[src/rtl/despachador_demux.sv]
// rtl/despachador_demux.sv - FIFO-buffered feeder driving X/Selector of a 1-to-4 demultiplexer

// Small word queue: head is visible combinationally, flush clears pointers and occupancy.
module despachador_fifo #(
  parameter int ANCHO = 4,
  parameter int PROF  = 4
) (
  input  logic                   clk,
  input  logic                   rst_n,
  input  logic                   vaciar,
  input  logic                   push,
  input  logic                   pop,
  input  logic [ANCHO-1:0]       dato,
  output logic [ANCHO-1:0]       cabeza,
  output logic                   lleno,
  output logic [$clog2(PROF):0]  cuenta
);

  localparam int AW = $clog2(PROF);
  localparam logic [AW:0] PROF_C = (AW+1)'(PROF);

  logic [ANCHO-1:0] mem [PROF];
  logic [AW-1:0]    wr_ptr;
  logic [AW-1:0]    rd_ptr;

  assign cabeza = mem[rd_ptr];
  assign lleno  = (cuenta == PROF_C);

  // Storage array: written only on an accepted push, never reset.
  always_ff @(posedge clk) begin
    if (push) begin
      mem[wr_ptr] <= dato;
    end
  end

  // Pointers wrap naturally because PROF is a power of two; push+pop leaves occupancy alone.
  always_ff @(posedge clk or negedge rst_n) begin
    if (!rst_n) begin
      wr_ptr <= '0;
      rd_ptr <= '0;
      cuenta <= '0;
    end else if (vaciar) begin
      wr_ptr <= '0;
      rd_ptr <= '0;
      cuenta <= '0;
    end else begin
      if (push) begin
        wr_ptr <= wr_ptr + 1'b1;
      end
      if (pop) begin
        rd_ptr <= rd_ptr + 1'b1;
      end
      case ({push, pop})
        2'b10:   cuenta <= cuenta + 1'b1;
        2'b01:   cuenta <= cuenta - 1'b1;
        default: cuenta <= cuenta;
      endcase
    end
  end

endmodule

// Dispatcher: pops one word at a time and presents it on X/Selector for HOLD cycles.
module despachador_demux #(
  parameter int ANCHO    = 4,
  parameter int PROF     = 4,
  parameter int HOLD     = 2,
  parameter int HUECO_EN = 1
) (
  input  logic                   clk,
  input  logic                   rst_n,
  input  logic [ANCHO-1:0]       dato_in,
  input  logic                   valido_in,
  output logic                   listo_out,
  input  logic                   modo,
  input  logic [1:0]             canal_fijo,
  input  logic                   vaciar,
  output logic [ANCHO-1:0]       X,
  output logic [2:0]             Selector,
  output logic                   ocupado,
  output logic [$clog2(PROF):0]  cuenta
);

  localparam logic [1:0] REPOSO = 2'd0;
  localparam logic [1:0] EMITIR = 2'd1;
  localparam logic [1:0] HUECO  = 2'd2;

  localparam int CW = $clog2(HOLD + 1);
  localparam logic [CW-1:0] CARGA_CONT = CW'(HOLD - 1);

  logic [1:0]       estado;
  logic [CW-1:0]    contador;
  logic [1:0]       rr;
  logic             lleno;
  logic             vacio;
  logic             push;
  logic             carga;
  logic [ANCHO-1:0] cabeza;
  logic [1:0]       canal;
  logic [2:0]       codigo;

  // A full queue never accepts, even if a word leaves in the same cycle.
  assign listo_out = !lleno && !vaciar;
  assign push      = valido_in && listo_out;
  assign vacio     = (cuenta == '0);
  assign ocupado   = (estado == EMITIR);

  // Channel choice and its select code; 000 is reserved for idle.
  assign canal  = modo ? rr : canal_fijo;
  assign codigo = {1'b0, canal} + 3'd1;

  despachador_fifo #(
    .ANCHO (ANCHO),
    .PROF  (PROF)
  ) u_fifo (
    .clk    (clk),
    .rst_n  (rst_n),
    .vaciar (vaciar),
    .push   (push),
    .pop    (carga),
    .dato   (dato_in),
    .cabeza (cabeza),
    .lleno  (lleno),
    .cuenta (cuenta)
  );

  // Decide whether the head word is loaded this cycle (also the FIFO pop).
  always_comb begin
    carga = 1'b0;
    if (!vaciar && !vacio) begin
      case (estado)
        REPOSO:  carga = 1'b1;
        HUECO:   carga = 1'b1;
        EMITIR:  carga = (contador == '0) && (HUECO_EN == 0);
        default: carga = 1'b0;
      endcase
    end
  end

  // Round-robin pointer advances only on loads made in round-robin mode; flush keeps it.
  always_ff @(posedge clk or negedge rst_n) begin
    if (!rst_n) begin
      rr <= 2'd0;
    end else if (carga && modo) begin
      rr <= rr + 2'd1;
    end
  end

  // Output state machine: load, hold for HOLD cycles, optional idle guard, flush wins.
  always_ff @(posedge clk or negedge rst_n) begin
    if (!rst_n) begin
      estado   <= REPOSO;
      X        <= '0;
      Selector <= 3'b000;
      contador <= '0;
    end else if (vaciar) begin
      estado   <= REPOSO;
      X        <= '0;
      Selector <= 3'b000;
      contador <= '0;
    end else if (carga) begin
      estado   <= EMITIR;
      X        <= cabeza;
      Selector <= codigo;
      contador <= CARGA_CONT;
    end else begin
      case (estado)
        EMITIR: begin
          if (contador != '0) begin
            contador <= contador - 1'b1;
          end else begin
            X        <= '0;
            Selector <= 3'b000;
            estado   <= (HUECO_EN != 0) ? HUECO : REPOSO;
          end
        end
        HUECO: begin
          estado <= REPOSO;
        end
        REPOSO: begin
          estado <= REPOSO;
        end
        default: begin
          estado   <= REPOSO;
          X        <= '0;
          Selector <= 3'b000;
          contador <= '0;
        end
      endcase
    end
  end

endmodule
[config.mk]
export PLATFORM = sky130hd
export DESIGN_NAME = despachador_demux
export DESIGN_NICKNAME = d
export VERILOG_FILES = /design/src/rtl/despachador_demux.sv
export SDC_FILE = /design/constraint.sdc
export NUM_CORES = 1
export LEC_CHECK = 0
export CORE_ASPECT_RATIO = 1.25
export CORE_UTILIZATION = 40
export DETAILED_ROUTE_END_ITERATION = 6
export PLACE_DENSITY_LB_ADDON = 0.12
export SYNTH_ARGS = -nofsm -noshare
export SYNTH_HDL_FRONTEND = slang
export SYNTH_SLANG_ARGS = --single-unit
[constraint.sdc]
create_clock -name clk -period 2.2 [get_ports clk]
set_clock_uncertainty 0.2 [all_clocks]
set_input_delay 0.44 -clock clk [delete_from_list [all_inputs] [get_ports clk]]
set_output_delay 0.44 -clock clk [all_outputs]
set_load 0.02 [all_outputs]
==> report_table.html <==
<table>
<tr><th>Metric</th><th>Value</th></tr>
<tr><th colspan="2">CTS</th></tr>
<tr><td>Clock latency of the later-clocked register in the worst-skew pair</td><td>0.28 ns</td></tr>
<tr><td>Root Buffer Master</td><td>sky130_fd_sc_hd__clkbuf_8</td></tr>
<tr><td># clock sinks</td><td>36</td></tr>
<tr><td>Clock buffer count from CTS</td><td>5</td></tr>
<tr><td>Register clock-pin slew on the reported worst setup and hold paths</td><td>roughly 0.070 ns</td></tr>
<tr><td>H-Tree Level Count</td><td>2</td></tr>
<tr><td>CTS tree</td><td>yes</td></tr>
<tr><td>Hold-fix buffers, CTS</td><td>0</td></tr>
<tr><td>Clock Tree Buf Depth</td><td>2</td></tr>
<tr><th colspan="2">Detailed routing</th></tr>
<tr><td>Routed len/inst</td><td>13.3 µm</td></tr>
<tr><td>Residual DRC</td><td>0</td></tr>
<tr><td>Routed wire length</td><td>~3.1 mm</td></tr>
<tr><td>Detailed Route Iter0 Violations</td><td>25</td></tr>
<tr><td>Total number of vias</td><td>1160</td></tr>
<tr><td>Post-detailed-route via-to-cell ratio</td><td>5.00</td></tr>
<tr><td>Iteration count of the initial detailed-routing pass</td><td>4</td></tr>
<tr><td>Count of antenna-violating nets left after detailed routing</td><td>0</td></tr>
<tr><th colspan="2">Synth</th></tr>
<tr><td>Net count after synthesis</td><td>148</td></tr>
<tr><td>Synthesized cell area</td><td>roughly 1700 µm²</td></tr>
<tr><td>Post-Synthesis Cells</td><td>130</td></tr>
<tr><td>Synth Area per Inst</td><td>13.0 µm²</td></tr>
<tr><td>Leading register cell type out of synthesis</td><td>sky130_fd_sc_hd__dfrtp_1</td></tr>
<tr><td>Top post-synthesis cells by area</td><td>sky130_fd_sc_hd__dfrtp_1 (30%), sky130_fd_sc_hd__edfxtp_1 (29%), sky130_fd_sc_hd__mux4_2 (5.3%), sky130_fd_sc_hd__ha_1 (4.5%), sky130_fd_sc_hd__a22o_1 (3.1%)</td></tr>
<tr><td>Count of flip-flops with a built-in enable after synthesis</td><td>16</td></tr>
<tr><td>Area fraction of the dominant cell type after synthesis</td><td>29.7%</td></tr>
<tr><td>Fraction of registers with async set/reset</td><td>55.6%</td></tr>
<tr><td>Post-synth cell types</td><td>39</td></tr>
<tr><td>Library cell with the largest summed area after synthesis</td><td>sky130_fd_sc_hd__dfrtp_1</td></tr>
<tr><td>Sequential area share after synthesis</td><td>58.2%</td></tr>
<tr><td>Seq cells post-synth</td><td>36</td></tr>
<tr><td>Number of warning messages in the yosys log</td><td>0</td></tr>
<tr><th colspan="2">Power</th></tr>
<tr><td>PD cells</td><td>1220 nW/µm²</td></tr>
<tr><td>Switch share</td><td>a little over a third</td></tr>
<tr><td>Overall Power</td><td>around 2.7 mW</td></tr>
<tr><td>Worst ir drop on vdd</td><td>496 µV</td></tr>
<tr><td>Proportion of power drawn by the clock network</td><td>16.2%</td></tr>
<tr><td>Cell leakage power</td><td>0.924 nW</td></tr>
<tr><td>Internal power contribution</td><td>about 1.7 mW</td></tr>
<tr><td>Net switching power of the design</td><td>0.971 mW</td></tr>
<tr><td>Fraction of power consumed by combinational cells</td><td>around 47%</td></tr>
<tr><td>Share of total power in sequential cells</td><td>a little under two fifths</td></tr>
<tr><th colspan="2">Placement</th></tr>
<tr><td>Pre-CTS worst setup slack</td><td>-0.393 ns</td></tr>
<tr><td>GPL Wtd Cong</td><td>0.841</td></tr>
<tr><td>HPWL reported at the end of detailed placement</td><td>2.35 mm</td></tr>
<tr><td>Quantity of I/O buffers inserted on ports</td><td>22</td></tr>
<tr><td>Standard cell area after detailed placement</td><td>approximately 2100 µm²</td></tr>
<tr><th colspan="2">Global route</th></tr>
<tr><td>Number of antenna violations at the first check in global routing</td><td>0</td></tr>
<tr><td>Wire length of the first global-routing pass</td><td>5.18 mm</td></tr>
<tr><td>Number of global-route vias before repair</td><td>between 1k and 1.5k</td></tr>
<tr><td>Total congestion overflow</td><td>0</td></tr>
<tr><td>Maximum number of pins on one net before global-route repair</td><td>21</td></tr>
<tr><td>Overall global routing resource usage</td><td>16.2%</td></tr>
<tr><th colspan="2">Min path</th></tr>
<tr><td>Cell depth of the worst hold path</td><td>1</td></tr>
<tr><td>Worst hold path endpoint</td><td>rr[1]</td></tr>
<tr><td>Worst hold-check path type</td><td>flip-flop to flip-flop</td></tr>
<tr><td>Launch point of the worst hold path</td><td>rr[1]</td></tr>
<tr><th colspan="2">Worst setup path</th></tr>
<tr><td>Largest driver fanout on the critical path</td><td>3</td></tr>
<tr><td>Worst endpoint required time</td><td>~1.6 ns</td></tr>
<tr><td>Worst reg2reg startpoint</td><td>u_fifo.cuenta[1]</td></tr>
<tr><td>Number of cells traversed by the worst register-to-register path</td><td>7</td></tr>
<tr><td>Worst R2R End</td><td>u_fifo.cuenta[2]</td></tr>
<tr><td>Worst Setup Path Type</td><td>flip-flop to output port</td></tr>
<tr><td>Critical path data arrival time</td><td>1.48 ns</td></tr>
<tr><td>Nature of the critical path startpoint</td><td>flip-flop</td></tr>
<tr><td>Register-to-register setup slack</td><td>0.08 ns</td></tr>
<tr><td>Critical Path End Type</td><td>output port</td></tr>
<tr><th colspan="2">Floorplanning</th></tr>
<tr><td>DIE AREA</td><td>4480 µm²</td></tr>
<tr><td>Cell row count</td><td>26</td></tr>
<tr><td>Initial Utilization</td><td>41.4%</td></tr>
<tr><td>Die Y</td><td>74.5 µm</td></tr>
<tr><td>Placeable core area</td><td>about 4000 µm²</td></tr>
<tr><td>Width of the die</td><td>60.0 µm</td></tr>
<tr><td>Number of placed I/O pins</td><td>23</td></tr>
<tr><th colspan="2">STA</th></tr>
<tr><td>Final cycle utilization of the critical path</td><td>96.4%</td></tr>
<tr><td>Unrepaired setup endpoints after global routing</td><td>yes</td></tr>
<tr><td>Relative slew slack</td><td>between 60 and 70%</td></tr>
<tr><td>Number of hold violations in the final report</td><td>0</td></tr>
<tr><td>Peak clock frequency supported by timing</td><td>472 MHz</td></tr>
<tr><td>Minimum setup slack in the final design</td><td>a little under 0.08 ns</td></tr>
<tr><td>Number of slew-limit violations in the final report</td><td>0</td></tr>
<tr><td>Slew @ Worst Pin</td><td>0.457 ns</td></tr>
<tr><td>Worst hold slack</td><td>0.280 ns</td></tr>
<tr><td>Final count of negative-setup-slack endpoints</td><td>0</td></tr>
<tr><td>Final worst path period need</td><td>2.12 ns</td></tr>
<tr><th colspan="2">Layout</th></tr>
<tr><td>Area growth, synth to finish</td><td>32.8%</td></tr>
<tr><td>Net total in the final layout</td><td>around 190</td></tr>
<tr><td>Filler instances</td><td>354</td></tr>
<tr><td>Fraction of final layout cells with drive strength greater than 1</td><td>26.1%</td></tr>
<tr><td>Finished layout cell area</td><td>2240 µm²</td></tr>
<tr><td># diodes</td><td>0</td></tr>
<tr><th colspan="2">Job</th></tr>
<tr><td>Count of max-cap constraint violations</td><td>0</td></tr>
<tr><th colspan="2">Outcome</th></tr>
<tr><td>Status</td><td>finished clean</td></tr>
</table>
cell type report:
class,count,area (µm²),share of cell area [%]
Timing Repair Buffer,43,374,16.7
Sequential cell,36,985,44.0
Clock buffer,6,72.6,3.25
Inverter,7,26.3,1.18
Multi-Input combinational cell,82,697,31.2
Clock inverter,2,11.3,0.504
Tap cell,56,70.1,3.13
cell families after synthesis:
| family | synth area share, % |
|---|---|
| DFF | 58.2 |
| AOI/OAI and AO/OA | 11.2 |
| and+or+nand+nor | 12.0 |
| xor gates and xnor gates | 2.08 |
| buffers and inverters | 2.82 |
| muxes | 7.95 |
| adders and majority gates | 5.65 |
what timing repair did:
action / in CTS / in global routing
pin swaps: 2 / 0
gates resized for setup: 3 / 3
buffers inserted: 4 / 0
setup endpoints to repair: 3 / 3
per-stage QoR:
step                std cells  TNS (ns)  util [%]
floorplan                 130   -0.0201         -
global placement          220     -1.24      52.0
detailed placement        220     -1.49      52.0
CTS                       232         0      54.7
global route              232   -0.0309      55.0
finish                    232         0      55.0
metal layers:
metal  vias up  GRT usage [%]  share of wire (%)
met5         -              0                  0
met2        27           28.3                 53
li1        566              -                  -
met1       559           17.6                 41
met3         8           4.35                4.1
met4         0           9.04                2.1
cells in the mapped netlist, types with 2 or more instances:
master	count
sky130_fd_sc_hd__ha_1	6
sky130_fd_sc_hd__nand2_1	5
sky130_fd_sc_hd__and3_1	4
sky130_fd_sc_hd__mux4_2	4
sky130_fd_sc_hd__o21ai_0	2
sky130_fd_sc_hd__dfrtp_1	20
sky130_fd_sc_hd__buf_2	2
sky130_fd_sc_hd__a21oi_1	9
sky130_fd_sc_hd__a22o_1	6
sky130_fd_sc_hd__mux2_1	2
sky130_fd_sc_hd__nor2b_1	4
sky130_fd_sc_hd__or3_1	2
sky130_fd_sc_hd__nand3_1	3
sky130_fd_sc_hd__clkbuf_1	3
sky130_fd_sc_hd__edfxtp_1	16
sky130_fd_sc_hd__nor2_1	10
sky130_fd_sc_hd__inv_1	7
sky130_fd_sc_hd__nor3_1	2
sky130_fd_sc_hd__xnor2_1	3
worst max-delay path: stages (launching register included):
cell                            delay, ns
sky130_fd_sc_hd__dfrtp_2             0.42
sky130_fd_sc_hd__buf_4               0.15
sky130_fd_sc_hd__nor2_4              0.13
sky130_fd_sc_hd__a21oi_4             0.06
sky130_fd_sc_hd__buf_4               0.14
sky130_fd_sc_hd__dlygate4sd2_1       0.31
placed cells by master (no fill, tap or decap), types with 2 or more instances in the layout:
| cell | netlist | routed |
|---|---|---|
| sky130_fd_sc_hd__buf_4 | 0 | 21 |
| sky130_fd_sc_hd__dfrtp_1 | 20 | 17 |
| sky130_fd_sc_hd__nand2_1 | 5 | 4 |
| sky130_fd_sc_hd__nor2_1 | 10 | 9 |
| sky130_fd_sc_hd__nor3_1 | 2 | 2 |
| sky130_fd_sc_hd__clkdlybuf4s50_1 | 0 | 19 |
| sky130_fd_sc_hd__dlygate4sd2_1 | 0 | 3 |
| sky130_fd_sc_hd__xnor2_1 | 3 | 3 |
| sky130_fd_sc_hd__clkbuf_8 | 0 | 5 |
| sky130_fd_sc_hd__and3_1 | 4 | 4 |
| sky130_fd_sc_hd__ha_1 | 6 | 6 |
| sky130_fd_sc_hd__nor2b_1 | 4 | 4 |
| sky130_fd_sc_hd__edfxtp_1 | 16 | 16 |
| sky130_fd_sc_hd__a22o_1 | 6 | 6 |
| sky130_fd_sc_hd__inv_1 | 7 | 7 |
| sky130_fd_sc_hd__nand3_1 | 3 | 2 |
| sky130_fd_sc_hd__a21oi_1 | 9 | 8 |
| sky130_fd_sc_hd__mux2_1 | 2 | 2 |
| sky130_fd_sc_hd__mux4_2 | 4 | 4 |
| sky130_fd_sc_hd__dfrtp_2 | 0 | 3 |
| sky130_fd_sc_hd__o21ai_0 | 2 | 2 |
state kept, by name, indices dropped and copies added, names as in the netlist:
name and cells:
Selector 3, X 4, rr 2, contador 2
u_fifo.rd_ptr 2, u_fifo.mem 16, u_fifo.cuenta 3, estado 2
u_fifo.wr_ptr 2
power by group through the flow:
stage | clock network [mW] | logic [mW] | registers [mW]
after detailed placement | 0 | 1.24 | 1.04
after floorplan | 0 | 0.694 | 1.09
final | 0.441 | 1.27 | 1.01
after global routing | 0.474 | 1.41 | 1.03
after global placement | 0 | 1.21 | 1.03
after CTS | 0.454 | 1.27 | 1.01
how the worst max path moves through the flow:
stage,cells after the start,endpoint,start
2_1_floorplan,8,u_fifo.cuenta[2],u_fifo.cuenta[2]
3_3_place_gp,8,u_fifo.cuenta[2],vaciar
3_5_place_dp,8,u_fifo.cuenta[2],vaciar
4_1_cts,5,listo_out,u_fifo.cuenta[0]
5_1_grt,7,u_fifo.cuenta[2],u_fifo.cuenta[1]
6_report,5,listo_out,u_fifo.cuenta[0]
Power figures use the tool's default switching activity.
